[src/rtl/frame_capture_ctrl.sv]
// frame_capture_ctrl
//   Sequences camera capture into the frame buffer. After a start request it
//   waits for vertical blanking and then for the start of the next frame.
//   It then writes every Y sample of that frame into the buffer at
//   consecutive addresses. When that frame completes it either returns to
//   idle or, in continuous mode, waits for the next frame. Each frame's
//   line and pixel counts are compared with the configured resolution, and
//   any mismatch sets a sticky geometry-error flag.
// Ports
//   PCLK, RESET      : pixel clock, synchronous active-low reset
//   VSYNC, HREF      : camera sync (VSYNC high = blanking, HREF high = line)
//   e_data, Y        : one-cycle sample strobe and its luminance byte
//   start, abort     : one-cycle arm / cancel requests (abort wins)
//   continuous       : re-arm automatically after each frame
//   wr_en/addr/data  : registered buffer write port
//   busy             : not idle
//   frame_done       : one-cycle pulse per completed frame
//   geom_err         : sticky geometry mismatch, cleared by start
//   frame_cnt        : completed frames, wraps
module frame_capture_ctrl #(
  parameter int H_PIXELS = 640,
  parameter int V_LINES  = 480,
  parameter int ADDR_W   = 19
) (
  input  logic              PCLK,
  input  logic              RESET,
  input  logic              VSYNC,
  input  logic              HREF,
  input  logic              e_data,
  input  logic [7:0]        Y,
  input  logic              start,
  input  logic              abort,
  input  logic              continuous,
  output logic              wr_en,
  output logic [ADDR_W-1:0] wr_addr,
  output logic [7:0]        wr_data,
  output logic              busy,
  output logic              frame_done,
  output logic              geom_err,
  output logic [7:0]        frame_cnt
);

  localparam int PIX_W    = $clog2(H_PIXELS) + 1;
  localparam int LIN_W    = $clog2(V_LINES) + 1;
  localparam int FRAME_SZ = H_PIXELS * V_LINES;
  // One extra address bit so the pointer can sit at FRAME_SZ even when the
  // frame fills the whole address space.
  localparam logic [ADDR_W:0]  FRAME_LIM = FRAME_SZ[ADDR_W:0];
  localparam logic [PIX_W-1:0] H_CNT     = H_PIXELS[PIX_W-1:0];
  localparam logic [LIN_W-1:0] V_CNT     = V_LINES[LIN_W-1:0];

  typedef enum logic [1:0] {IDLE, WAIT_BLANK, WAIT_FRAME, CAPTURE} state_t;

  state_t             state_q, state_d;
  logic               vs_d_q, href_d_q;
  logic [ADDR_W:0]    addr_q, addr_d;
  logic [PIX_W-1:0]   pix_cnt_q, pix_cnt_d, pix_inc;
  logic [LIN_W-1:0]   line_cnt_q, line_cnt_d, line_inc;
  logic               wr_en_q, wr_en_d;
  logic [ADDR_W-1:0]  wr_addr_q, wr_addr_d;
  logic [7:0]         wr_data_q, wr_data_d;
  logic               busy_q, busy_d;
  logic               frame_done_q, frame_done_d;
  logic               geom_err_q, geom_err_d;
  logic [7:0]         frame_cnt_q, frame_cnt_d;
  logic               vs_fall, vs_rise, href_fall;

  assign vs_fall   = vs_d_q & ~VSYNC;
  assign vs_rise   = ~vs_d_q & VSYNC;
  assign href_fall = href_d_q & ~HREF;

  always_comb begin
    state_d      = state_q;
    addr_d       = addr_q;
    pix_cnt_d    = pix_cnt_q;
    line_cnt_d   = line_cnt_q;
    wr_en_d      = 1'b0;
    wr_addr_d    = wr_addr_q;
    wr_data_d    = wr_data_q;
    frame_done_d = 1'b0;
    geom_err_d   = geom_err_q;
    frame_cnt_d  = frame_cnt_q;

    // Counts including this cycle's sample/line; saturate so a huge frame
    // can never wrap back onto the expected value.
    pix_inc = pix_cnt_q;
    if (e_data && (pix_cnt_q != '1)) pix_inc = pix_cnt_q + PIX_W'(1);
    line_inc = line_cnt_q;
    if (href_fall && (line_cnt_q != '1)) line_inc = line_cnt_q + LIN_W'(1);

    unique case (state_q)
      IDLE: begin
        if (start && !abort) begin
          state_d    = WAIT_BLANK;
          geom_err_d = 1'b0;
          addr_d     = '0;
          pix_cnt_d  = '0;
          line_cnt_d = '0;
        end
      end
      WAIT_BLANK: begin
        if (VSYNC) state_d = WAIT_FRAME;
      end
      WAIT_FRAME: begin
        if (vs_fall) begin
          state_d    = CAPTURE;
          addr_d     = '0;
          pix_cnt_d  = '0;
          line_cnt_d = '0;
        end
      end
      CAPTURE: begin
        if (e_data) begin
          pix_cnt_d = pix_inc;
          if (addr_q < FRAME_LIM) begin
            wr_en_d   = 1'b1;
            wr_addr_d = addr_q[ADDR_W-1:0];
            wr_data_d = Y;
            addr_d    = addr_q + (ADDR_W+1)'(1);
          end else begin
            geom_err_d = 1'b1;   // frame overflow: sample dropped
          end
        end
        if (href_fall) begin
          if (pix_inc != H_CNT) geom_err_d = 1'b1;
          line_cnt_d = line_inc;
          pix_cnt_d  = '0;
        end
        if (vs_rise) begin
          if (line_inc != V_CNT) geom_err_d = 1'b1;
          frame_done_d = 1'b1;
          frame_cnt_d  = frame_cnt_q + 8'd1;
          state_d      = continuous ? WAIT_FRAME : IDLE;
        end
      end
      default: state_d = IDLE;
    endcase

    // Cancel from anywhere; a write already decoded this cycle still goes out.
    if (abort) begin
      state_d      = IDLE;
      frame_done_d = 1'b0;
      frame_cnt_d  = frame_cnt_q;
    end

    busy_d = (state_d != IDLE);
  end

  always_ff @(posedge PCLK) begin
    if (!RESET) begin
      state_q      <= IDLE;
      vs_d_q       <= 1'b0;
      href_d_q     <= 1'b0;
      addr_q       <= '0;
      pix_cnt_q    <= '0;
      line_cnt_q   <= '0;
      wr_en_q      <= 1'b0;
      wr_addr_q    <= '0;
      wr_data_q    <= '0;
      busy_q       <= 1'b0;
      frame_done_q <= 1'b0;
      geom_err_q   <= 1'b0;
      frame_cnt_q  <= '0;
    end else begin
      state_q      <= state_d;
      vs_d_q       <= VSYNC;
      href_d_q     <= HREF;
      addr_q       <= addr_d;
      pix_cnt_q    <= pix_cnt_d;
      line_cnt_q   <= line_cnt_d;
      wr_en_q      <= wr_en_d;
      wr_addr_q    <= wr_addr_d;
      wr_data_q    <= wr_data_d;
      busy_q       <= busy_d;
      frame_done_q <= frame_done_d;
      geom_err_q   <= geom_err_d;
      frame_cnt_q  <= frame_cnt_d;
    end
  end

  assign wr_en      = wr_en_q;
  assign wr_addr    = wr_addr_q;
  assign wr_data    = wr_data_q;
  assign busy       = busy_q;
  assign frame_done = frame_done_q;
  assign geom_err   = geom_err_q;
  assign frame_cnt  = frame_cnt_q;

endmodule

[config.mk]
export PLATFORM = sky130hd
export DESIGN_NAME = frame_capture_ctrl
export DESIGN_NICKNAME = d
export VERILOG_FILES = /design/src/rtl/frame_capture_ctrl.sv
export SDC_FILE = /design/constraint.sdc
export NUM_CORES = 1
export LEC_CHECK = 0
export BUFFER_PORTS_ARGS = -buffer_cell sky130_fd_sc_hd__clkbuf_2
export CAP_MARGIN = 30
export CORE_MARGIN = 2
export CORE_UTILIZATION = 30
export CTS_CLUSTER_DIAMETER = 50
export CTS_CLUSTER_SIZE = 14
export DETAILED_ROUTE_END_ITERATION = 6
export SLEW_MARGIN = 30
export SYNTH_ARGS = -nofsm -noshare
export SYNTH_HDL_FRONTEND = slang
export SYNTH_SLANG_ARGS = --single-unit
[constraint.sdc]
create_clock -name PCLK -period 2.3 [get_ports PCLK]
set_input_delay 0.46 -clock PCLK [delete_from_list [all_inputs] [get_ports PCLK]]
set_output_delay 0.46 -clock PCLK [all_outputs]
set_load 0.05 [all_outputs]
==> results_dict.tcl, run 1 <==
set metrics [dict create \
    slew_viol_final 0 \
    dp_cells 699 \
    synth_fa_ha_area_frac 0.0124 \
    synth_ff_type "dfxtp_1" \
    synth_top_family_by_area "simple AND/OR/NAND/NOR gates" \
    synth_nets 492 \
    max_freq_ghz 0.465 \
    timing.max_cap.violations 0 \
    clockRootBuffer "clkbuf_16" \
    cpMaxStageDelayCell "a2111o_1" \
    regArea_um2 1680 \
    path_clk_slew_ps 70 \
    fp.coreArea_um2 13200 \
    wirelength_mm 9.75 \
    nNetsFinal 554 \
    worst_pin_slew_ps 462 \
    setup.worst_path.class "reg -> reg" \
    cts_hold_buf 0 \
    synth_edf_count 0 \
    postCtsSetupBuffers 0 \
    io_buffers 54 \
    endpoint_kind "register" \
    num_vias 3626 \
    stdcell_count 715 \
    drc 0 \
    cp_max_fo 8 \
    wl_per_cell_um 13.6 \
    yosysWarnings 0 \
    setup-violations-final 0 \
    grt_max_degree 38 \
    ir_drop_uv 346 \
    area_growth_pct 22.4 \
    critical-path-max-stage-delay_ps 430 \
    multi_input_area_um2 2230 \
    cp_data_required_time_ps 2520 \
    fin_crit_ps 2150 \
    row_count 42 \
    postSynth.asyncResetShare 0 \
    firstDrtPassIters 4 \
    grt_pass1_wl_mm 16.5 \
    setup_tns_ps 0 \
    worst-r2r-setup-slack_ps 150 \
    hold_violations 0 \
    drtIter0Drc 187 \
    antenna_left 0 \
    power.density_nw_per_um2 658 \
    routabilityCongestion 0.852 \
    p_clk_frac 0.518 \
    synthSimpleGateAreaFrac 0.253 \
    cp-start-kind "register" \
    htree_levels 3 \
    finalClockSkew_ps 9.13 \
    p_leak_nw 1.87 \
    synth_mux_area_frac 0.0719 \
    p_sw_frac 0.212 \
    clk_latency_ps 340 \
    synth_compound_area_frac 0.148 \
    rsz0062_at_grt "no" \
    cts_made_buffers 9 \
    ys_ff_latch 84 \
    synth_seq_area_share 0.417 \
    groute.usage.overall 0.141 \
    worstRegToRegCells 7 \
    hp-class "in -> reg" \
    dieHeight_um 120 \
    gr-total-overflow 0 \
    netlist_area_um2 4040 \
    grt_pass1_vias 3429 \
    hold_start "abort" \
    pwr-share-seq 0.449 \
    io-pin-count 55 \
    hpwl_mm 6.92 \
    layout-drive-gt1-share 0.186 \
    start_util 0.306 \
    dieArea_um2 14400 \
    synth_xor_area_frac 0.0651 \
    status "finished clean" \
    switchingPower_uw 689 \
    r2r_end "geom_err$_SDFFE_PN0P_" \
    slew_headroom 0.692 \
    hold_end "frame_done$_SDFF_PP0_" \
    cp.arrival_ps 2370 \
    p_int_mw 2.56 \
    r2r_start "pix_cnt_q[0]$_SDFFE_PN0P_" \
    period_share 0.934 \
    die-width_um 120 \
    clkSinkCount 84 \
    cts_tree "done" \
    netlist_instances 472 \
    cts_resized 0 \
    cp_cell_sequence "ha_1 > nand4_1 > nor2_1 > or3_1 > a2111o_1 > a2111oi_2 > o22ai_1" \
    comb_power_share 0.033 \
    clockBufferDepth 2 \
    fillers 1328 \
    utilization 0.375 \
    via_per_inst 5.07 \
    diodes 0 \
    antenna_found_initial 0 \
    syn_area_per_cell_um2 8.55 \
    hold_depth 2 \
    yosysUniqueCellTypes 55 \
]
==> through the flow <==
step | hold slack, ps | power [mW] | setup WS, ps | cell area [um2]
after floorplan | 462 | 1.55 | 226 | 4040
after global placement | 474 | 1.60 | 164 | 4590
after detailed placement | 483 | 1.60 | 94.9 | 4590
after CTS | 327 | 3.28 | 140 | 4940
after global routing | 355 | 3.36 | 3.89 | 4940
final | 339 | 3.25 | 151 | 4940
==> Yosys cell counts (3+ instances only) <==
cell type,count,area [um2]
dfxtp_1,84,1680
nor2_1,73,274
mux2i_1,29,290
nand2_1,26,97.6
a21oi_1,25,125
xor2_1,25,219
nand3_1,24,120
o21ai_0,19,95.1
nand4_1,17,106
clkbuf_1,15,56.3
and3_1,11,68.8
and2_1,9,56.3
inv_1,9,33.8
a31oi_1,8,50.1
nor3_1,8,40.0
or3_1,8,50.1
buf_2,7,35.0
a22oi_1,5,37.5
and4_1,5,43.8
nand2b_1,5,31.3
xnor2_1,5,43.8
a311oi_1,4,35.0
ha_1,4,50.1
nand3b_1,4,30.0
a21o_1,3,22.5
nor2b_1,3,18.8
nor4_1,3,18.8
==> layer usage <==
layer	global-route usage	wire [um]	vias up
met2	0.220	4340	91
met3	0.0309	506	12
li1	-	-	1832
met5	0	0	-
met4	0.0588	179	0
met1	0.187	4730	1691
==> state kept, by name, summed over array words and instances, names as in the netlist <==
register and count:
addr_q 20, busy 1, frame_cnt 8, frame_done 1
geom_err 1, href_d_q 1, line_cnt_q 10, pix_cnt_q 11
state_q 2, vs_d_q 1, wr_addr 19, wr_data 8
wr_en 1
==> power by group through the flow <==
stage / clock network, mW / registers (mW) / logic, mW
after global placement: 0 / 1.49 / 0.105
final: 1.68 / 1.46 / 0.107
after global routing: 1.78 / 1.46 / 0.117
after floorplan: 0 / 1.50 / 0.0564
after CTS: 1.72 / 1.46 / 0.107
after detailed placement: 0 / 1.49 / 0.107
==> worst max-delay path by stage <==
stage / from / endpoint / slack (ps) / cells past startpoint
floorplan: abort / geom_err$_SDFFE_PN0P_ / 230 / 6
global placement: abort / geom_err$_SDFFE_PN0P_ / 160 / 6
detailed placement: abort / geom_err$_SDFFE_PN0P_ / 90 / 6
CTS: pix_cnt_q[0]$_SDFFE_PN0P_ / geom_err$_SDFFE_PN0P_ / 140 / 7
global route: pix_cnt_q[0]$_SDFFE_PN0P_ / geom_err$_SDFFE_PN0P_ / 4 / 7
finish: pix_cnt_q[0]$_SDFFE_PN0P_ / geom_err$_SDFFE_PN0P_ / 150 / 7
==> critical path: cells and delay by family (launching register included) <==
family,cells,cell delay [ps]
AND/OR/NAND/NOR,3,520
adder cells (fa/ha/maj),1,290
flip-flops,1,380
AO/OA/AOI/OAI,3,840
==> cell families (layout without fill, tap and decap cells) <==
| kind of cell | count (synthesis) | in the layout |
|---|---|---|
| compound gates | 89 | 89 |
| xor+xnor | 30 | 30 |
| fa+ha+maj | 4 | 4 |
| buf+inv | 33 | 100 |
| flops | 84 | 84 |
| mux | 29 | 29 |
| simple gates | 203 | 203 |
==> layout by cell type (no fill, tap or decap), types with 9 or more instances in the layout <==
master     instances
mux2i_1           29
a21oi_1           25
clkbuf_2          54
clkbuf_16          9
nand2_1           25
dfxtp_1           84
xor2_1            25
nand4_1           17
and3_1            11
nand3_1           24
inv_1              9
buf_4             21
nor2_1            73
o21ai_0           19
and2_1             9
==> final cells by class <==
class | instances | area share
clock buffers | 9 | 0.0456
clock inverters | 7 | 0.0248
inverters | 9 | 0.00684
multi-input cells | 355 | 0.451
flip-flops and latches | 84 | 0.340
well taps | 176 | 0.0446
repair buffers | 75 | 0.0866
Note: power is estimated with default switching activity, not from simulation.
==> inputs of run 2 (changes only) <==
--- a/config.mk
+++ b/config.mk
@@ -7,11 +7,14 @@
 export LEC_CHECK = 0
 export BUFFER_PORTS_ARGS = -buffer_cell sky130_fd_sc_hd__clkbuf_2
 export CAP_MARGIN = 30
+export CORE_ASPECT_RATIO = 0.9
 export CORE_MARGIN = 2
 export CORE_UTILIZATION = 30
 export CTS_CLUSTER_DIAMETER = 50
 export CTS_CLUSTER_SIZE = 14
 export DETAILED_ROUTE_END_ITERATION = 6
+export GPL_TIMING_DRIVEN = 0
+export MAX_ROUTING_LAYER = met4
 export SLEW_MARGIN = 30
 export SYNTH_ARGS = -nofsm -noshare
 export SYNTH_HDL_FRONTEND = slang
==> run 2 against run 1 <==
Net effect:
- clock skew decreased by 0.81 ps
- first-iteration DRC count increased by 12%
- wire length increased by 1.8%
- clock-buffer cell count increased by 2
==> results_dict.tcl, run 2 (same netlist as run 1, synthesis figures left out) <==
set metrics [dict create \
    status "finished clean" \
    nNetsFinal 555 \
    die-width_um 126 \
    worst_pin_slew_ps 745 \
    finalClockSkew_ps 8.32 \
    layout_common_cells "83 x dfxtp_1, 73 x nor2_1, 55 x clkbuf_2" \
    critical_path_cell_count 6 \
    io-pin-count 55 \
    fin_crit_ps 2220 \
    cp-start-kind "register" \
    wl_per_cell_um 14.0 \
    wirelength_mm 9.92 \
    endpoint_kind "register" \
    grt_pass1_wl_mm 16.4 \
    p_leak_nw 1.81 \
    layout-drive-gt1-share 0.163 \
    drtIter0Drc 209 \
    area_growth_pct 20.6 \
    cts_hold_buf 0 \
    slew_viol_final 0 \
    postCtsSetupBuffers 0 \
    r2r_end "addr_q[18]$_SDFFE_PN0P_" \
    setup.worst_path.class "reg -> reg" \
    fillers 1361 \
    firstDrtPassIters 5 \
    crit_end "addr_q[18]$_SDFFE_PN0P_" \
    fp.coreArea_um2 13300 \
    setup-violations-final 0 \
    slew_headroom 0.500 \
    clk_latency_ps 330 \
    largest_reg_flops 20 \
    stdcell_count 707 \
    path_buf_inv 1 \
    clkSinkCount 84 \
    start_util 0.304 \
    gr-total-overflow 0 \
    cp_data_required_time_ps 2560 \
    cp.arrival_ps 2480 \
    cts_tree "done" \
    period_share 0.965 \
    diodes 0 \
    max_freq_ghz 0.450 \
    setup_ws_ps 79.5 \
    num_vias 3658 \
    hpwl_mm 7.20 \
    layout_commonest_cell "dfxtp_1" \
    setup_tns_ps 0 \
    path_clk_slew_ps 60 \
    routabilityCongestion 0.872 \
    largest_register "addr_q" \
    place_area_um2 4520 \
    crit_start "state_q[1]$_SDFF_PN0_" \
    ir_drop_uv 559 \
    stdcell_area_um2 4870 \
    timing.max_cap.violations 0 \
    cpMostUsedCell "a21oi_1" \
    r2r_start "state_q[1]$_SDFF_PN0_" \
    cpMaxStageDelayCell "or4b_1" \
    cts_made_buffers 9 \
    worstRegToRegCells 6 \
    cp_max_fo 8 \
    hp-class "in -> reg" \
    via_per_inst 5.17 \
    crit_family "simple AND/OR/NAND/NOR gates" \
    clockRootBuffer "clkbuf_16" \
    cp_cell_sequence "or4b_1 > buf_2 > a21oi_1 > nand2_1 > or3_1 > a21oi_1" \
    rsz0062_at_grt "yes" \
    row_count 40 \
    place_ws_ps -194 \
    dp_cells 694 \
    htree_levels 3 \
    clockBufferDepth 2 \
    dieArea_um2 14400 \
    grt_max_degree 14 \
    grt_pass1_vias 3367 \
    dieHeight_um 114 \
    drc 0 \
    critical-path-max-stage-delay_ps 510 \
    utilization 0.367 \
    groute.usage.overall 0.143 \
    antenna_found_initial 0 \
    power.density_nw_per_um2 637 \
    hold_violations 0 \
    antenna_left 0 \
    io_buffers 54 \
    worst-r2r-setup-slack_ps 80 \
]
==> run 2: layout make-up <==
| cell class | count | area, um2 | share of cell area |
|---|---|---|---|
| inverter | 9 | 33.8 | 0.00694 |
| sequential | 84 | 1680 | 0.346 |
| multi-input combinational | 355 | 2260 | 0.465 |
| tap | 168 | 210 | 0.0432 |
| clock inverter | 4 | 73.8 | 0.0152 |
| clock buffer | 11 | 243 | 0.0499 |
| buffer | 22 | 92.6 | 0.0190 |
| timing repair buffer | 54 | 270 | 0.0555 |
==> run 2: what timing repair did <==
| item | in CTS | in global routing |
|---|---|---|
| cloned | 0 | 0 |
| gates resized for setup | 1 | 8 |
| setup endpoints to repair | 1 | 44 |
==> run 2: power by group <==
part	internal (mW)	switching, mW
Clock	0.975	0.560
Sequential	1.46	0.00314
Combinational	0.0292	0.0747
==> run 2: worst min-delay path by stage <==
stage                                     startpoint                    endpoint  slack (ps)  depth (start not counted)
after floorplan           line_cnt_q[9]$_SDFFE_PN0P_  line_cnt_q[9]$_SDFFE_PN0P_         460                          2
after global placement       wr_addr[7]$_SDFFE_PN0P_     wr_addr[7]$_SDFFE_PN0P_         470                          2
after detailed placement     wr_addr[8]$_SDFFE_PN0P_     wr_addr[8]$_SDFFE_PN0P_         480                          2
after CTS                                       Y[7]     wr_data[7]$_SDFFE_PN0P_         360                          3
after global routing                            Y[5]     wr_data[5]$_SDFFE_PN0P_         380                          3
final                                           Y[7]     wr_data[7]$_SDFFE_PN0P_         370                          3
==> run 2: routing by layer <==
layer / vias to the layer above / part of all wire / global-route usage / wire [um]
met5: - / 0 / - / 0
li1: 1825 / - / - / -
met4: 0 / 0.011 / 0.0352 / 106
met3: 8 / 0.050 / 0.0347 / 492
met2: 92 / 0.44 / 0.208 / 4350
met1: 1733 / 0.50 / 0.201 / 4970
==> run 2: through the flow <==
stage | hold WS (ps) | total power, mW
after floorplan | 462 | 1.55
after global placement | 474 | 1.59
after detailed placement | 482 | 1.60
after CTS | 361 | 3.13
after global routing | 377 | 3.20
final | 366 | 3.10
==> run 2: tightest hold or removal path: stages <==
cell and delay [ps]:
clkbuf_2 70, mux2i_1 60, nor2_1 70
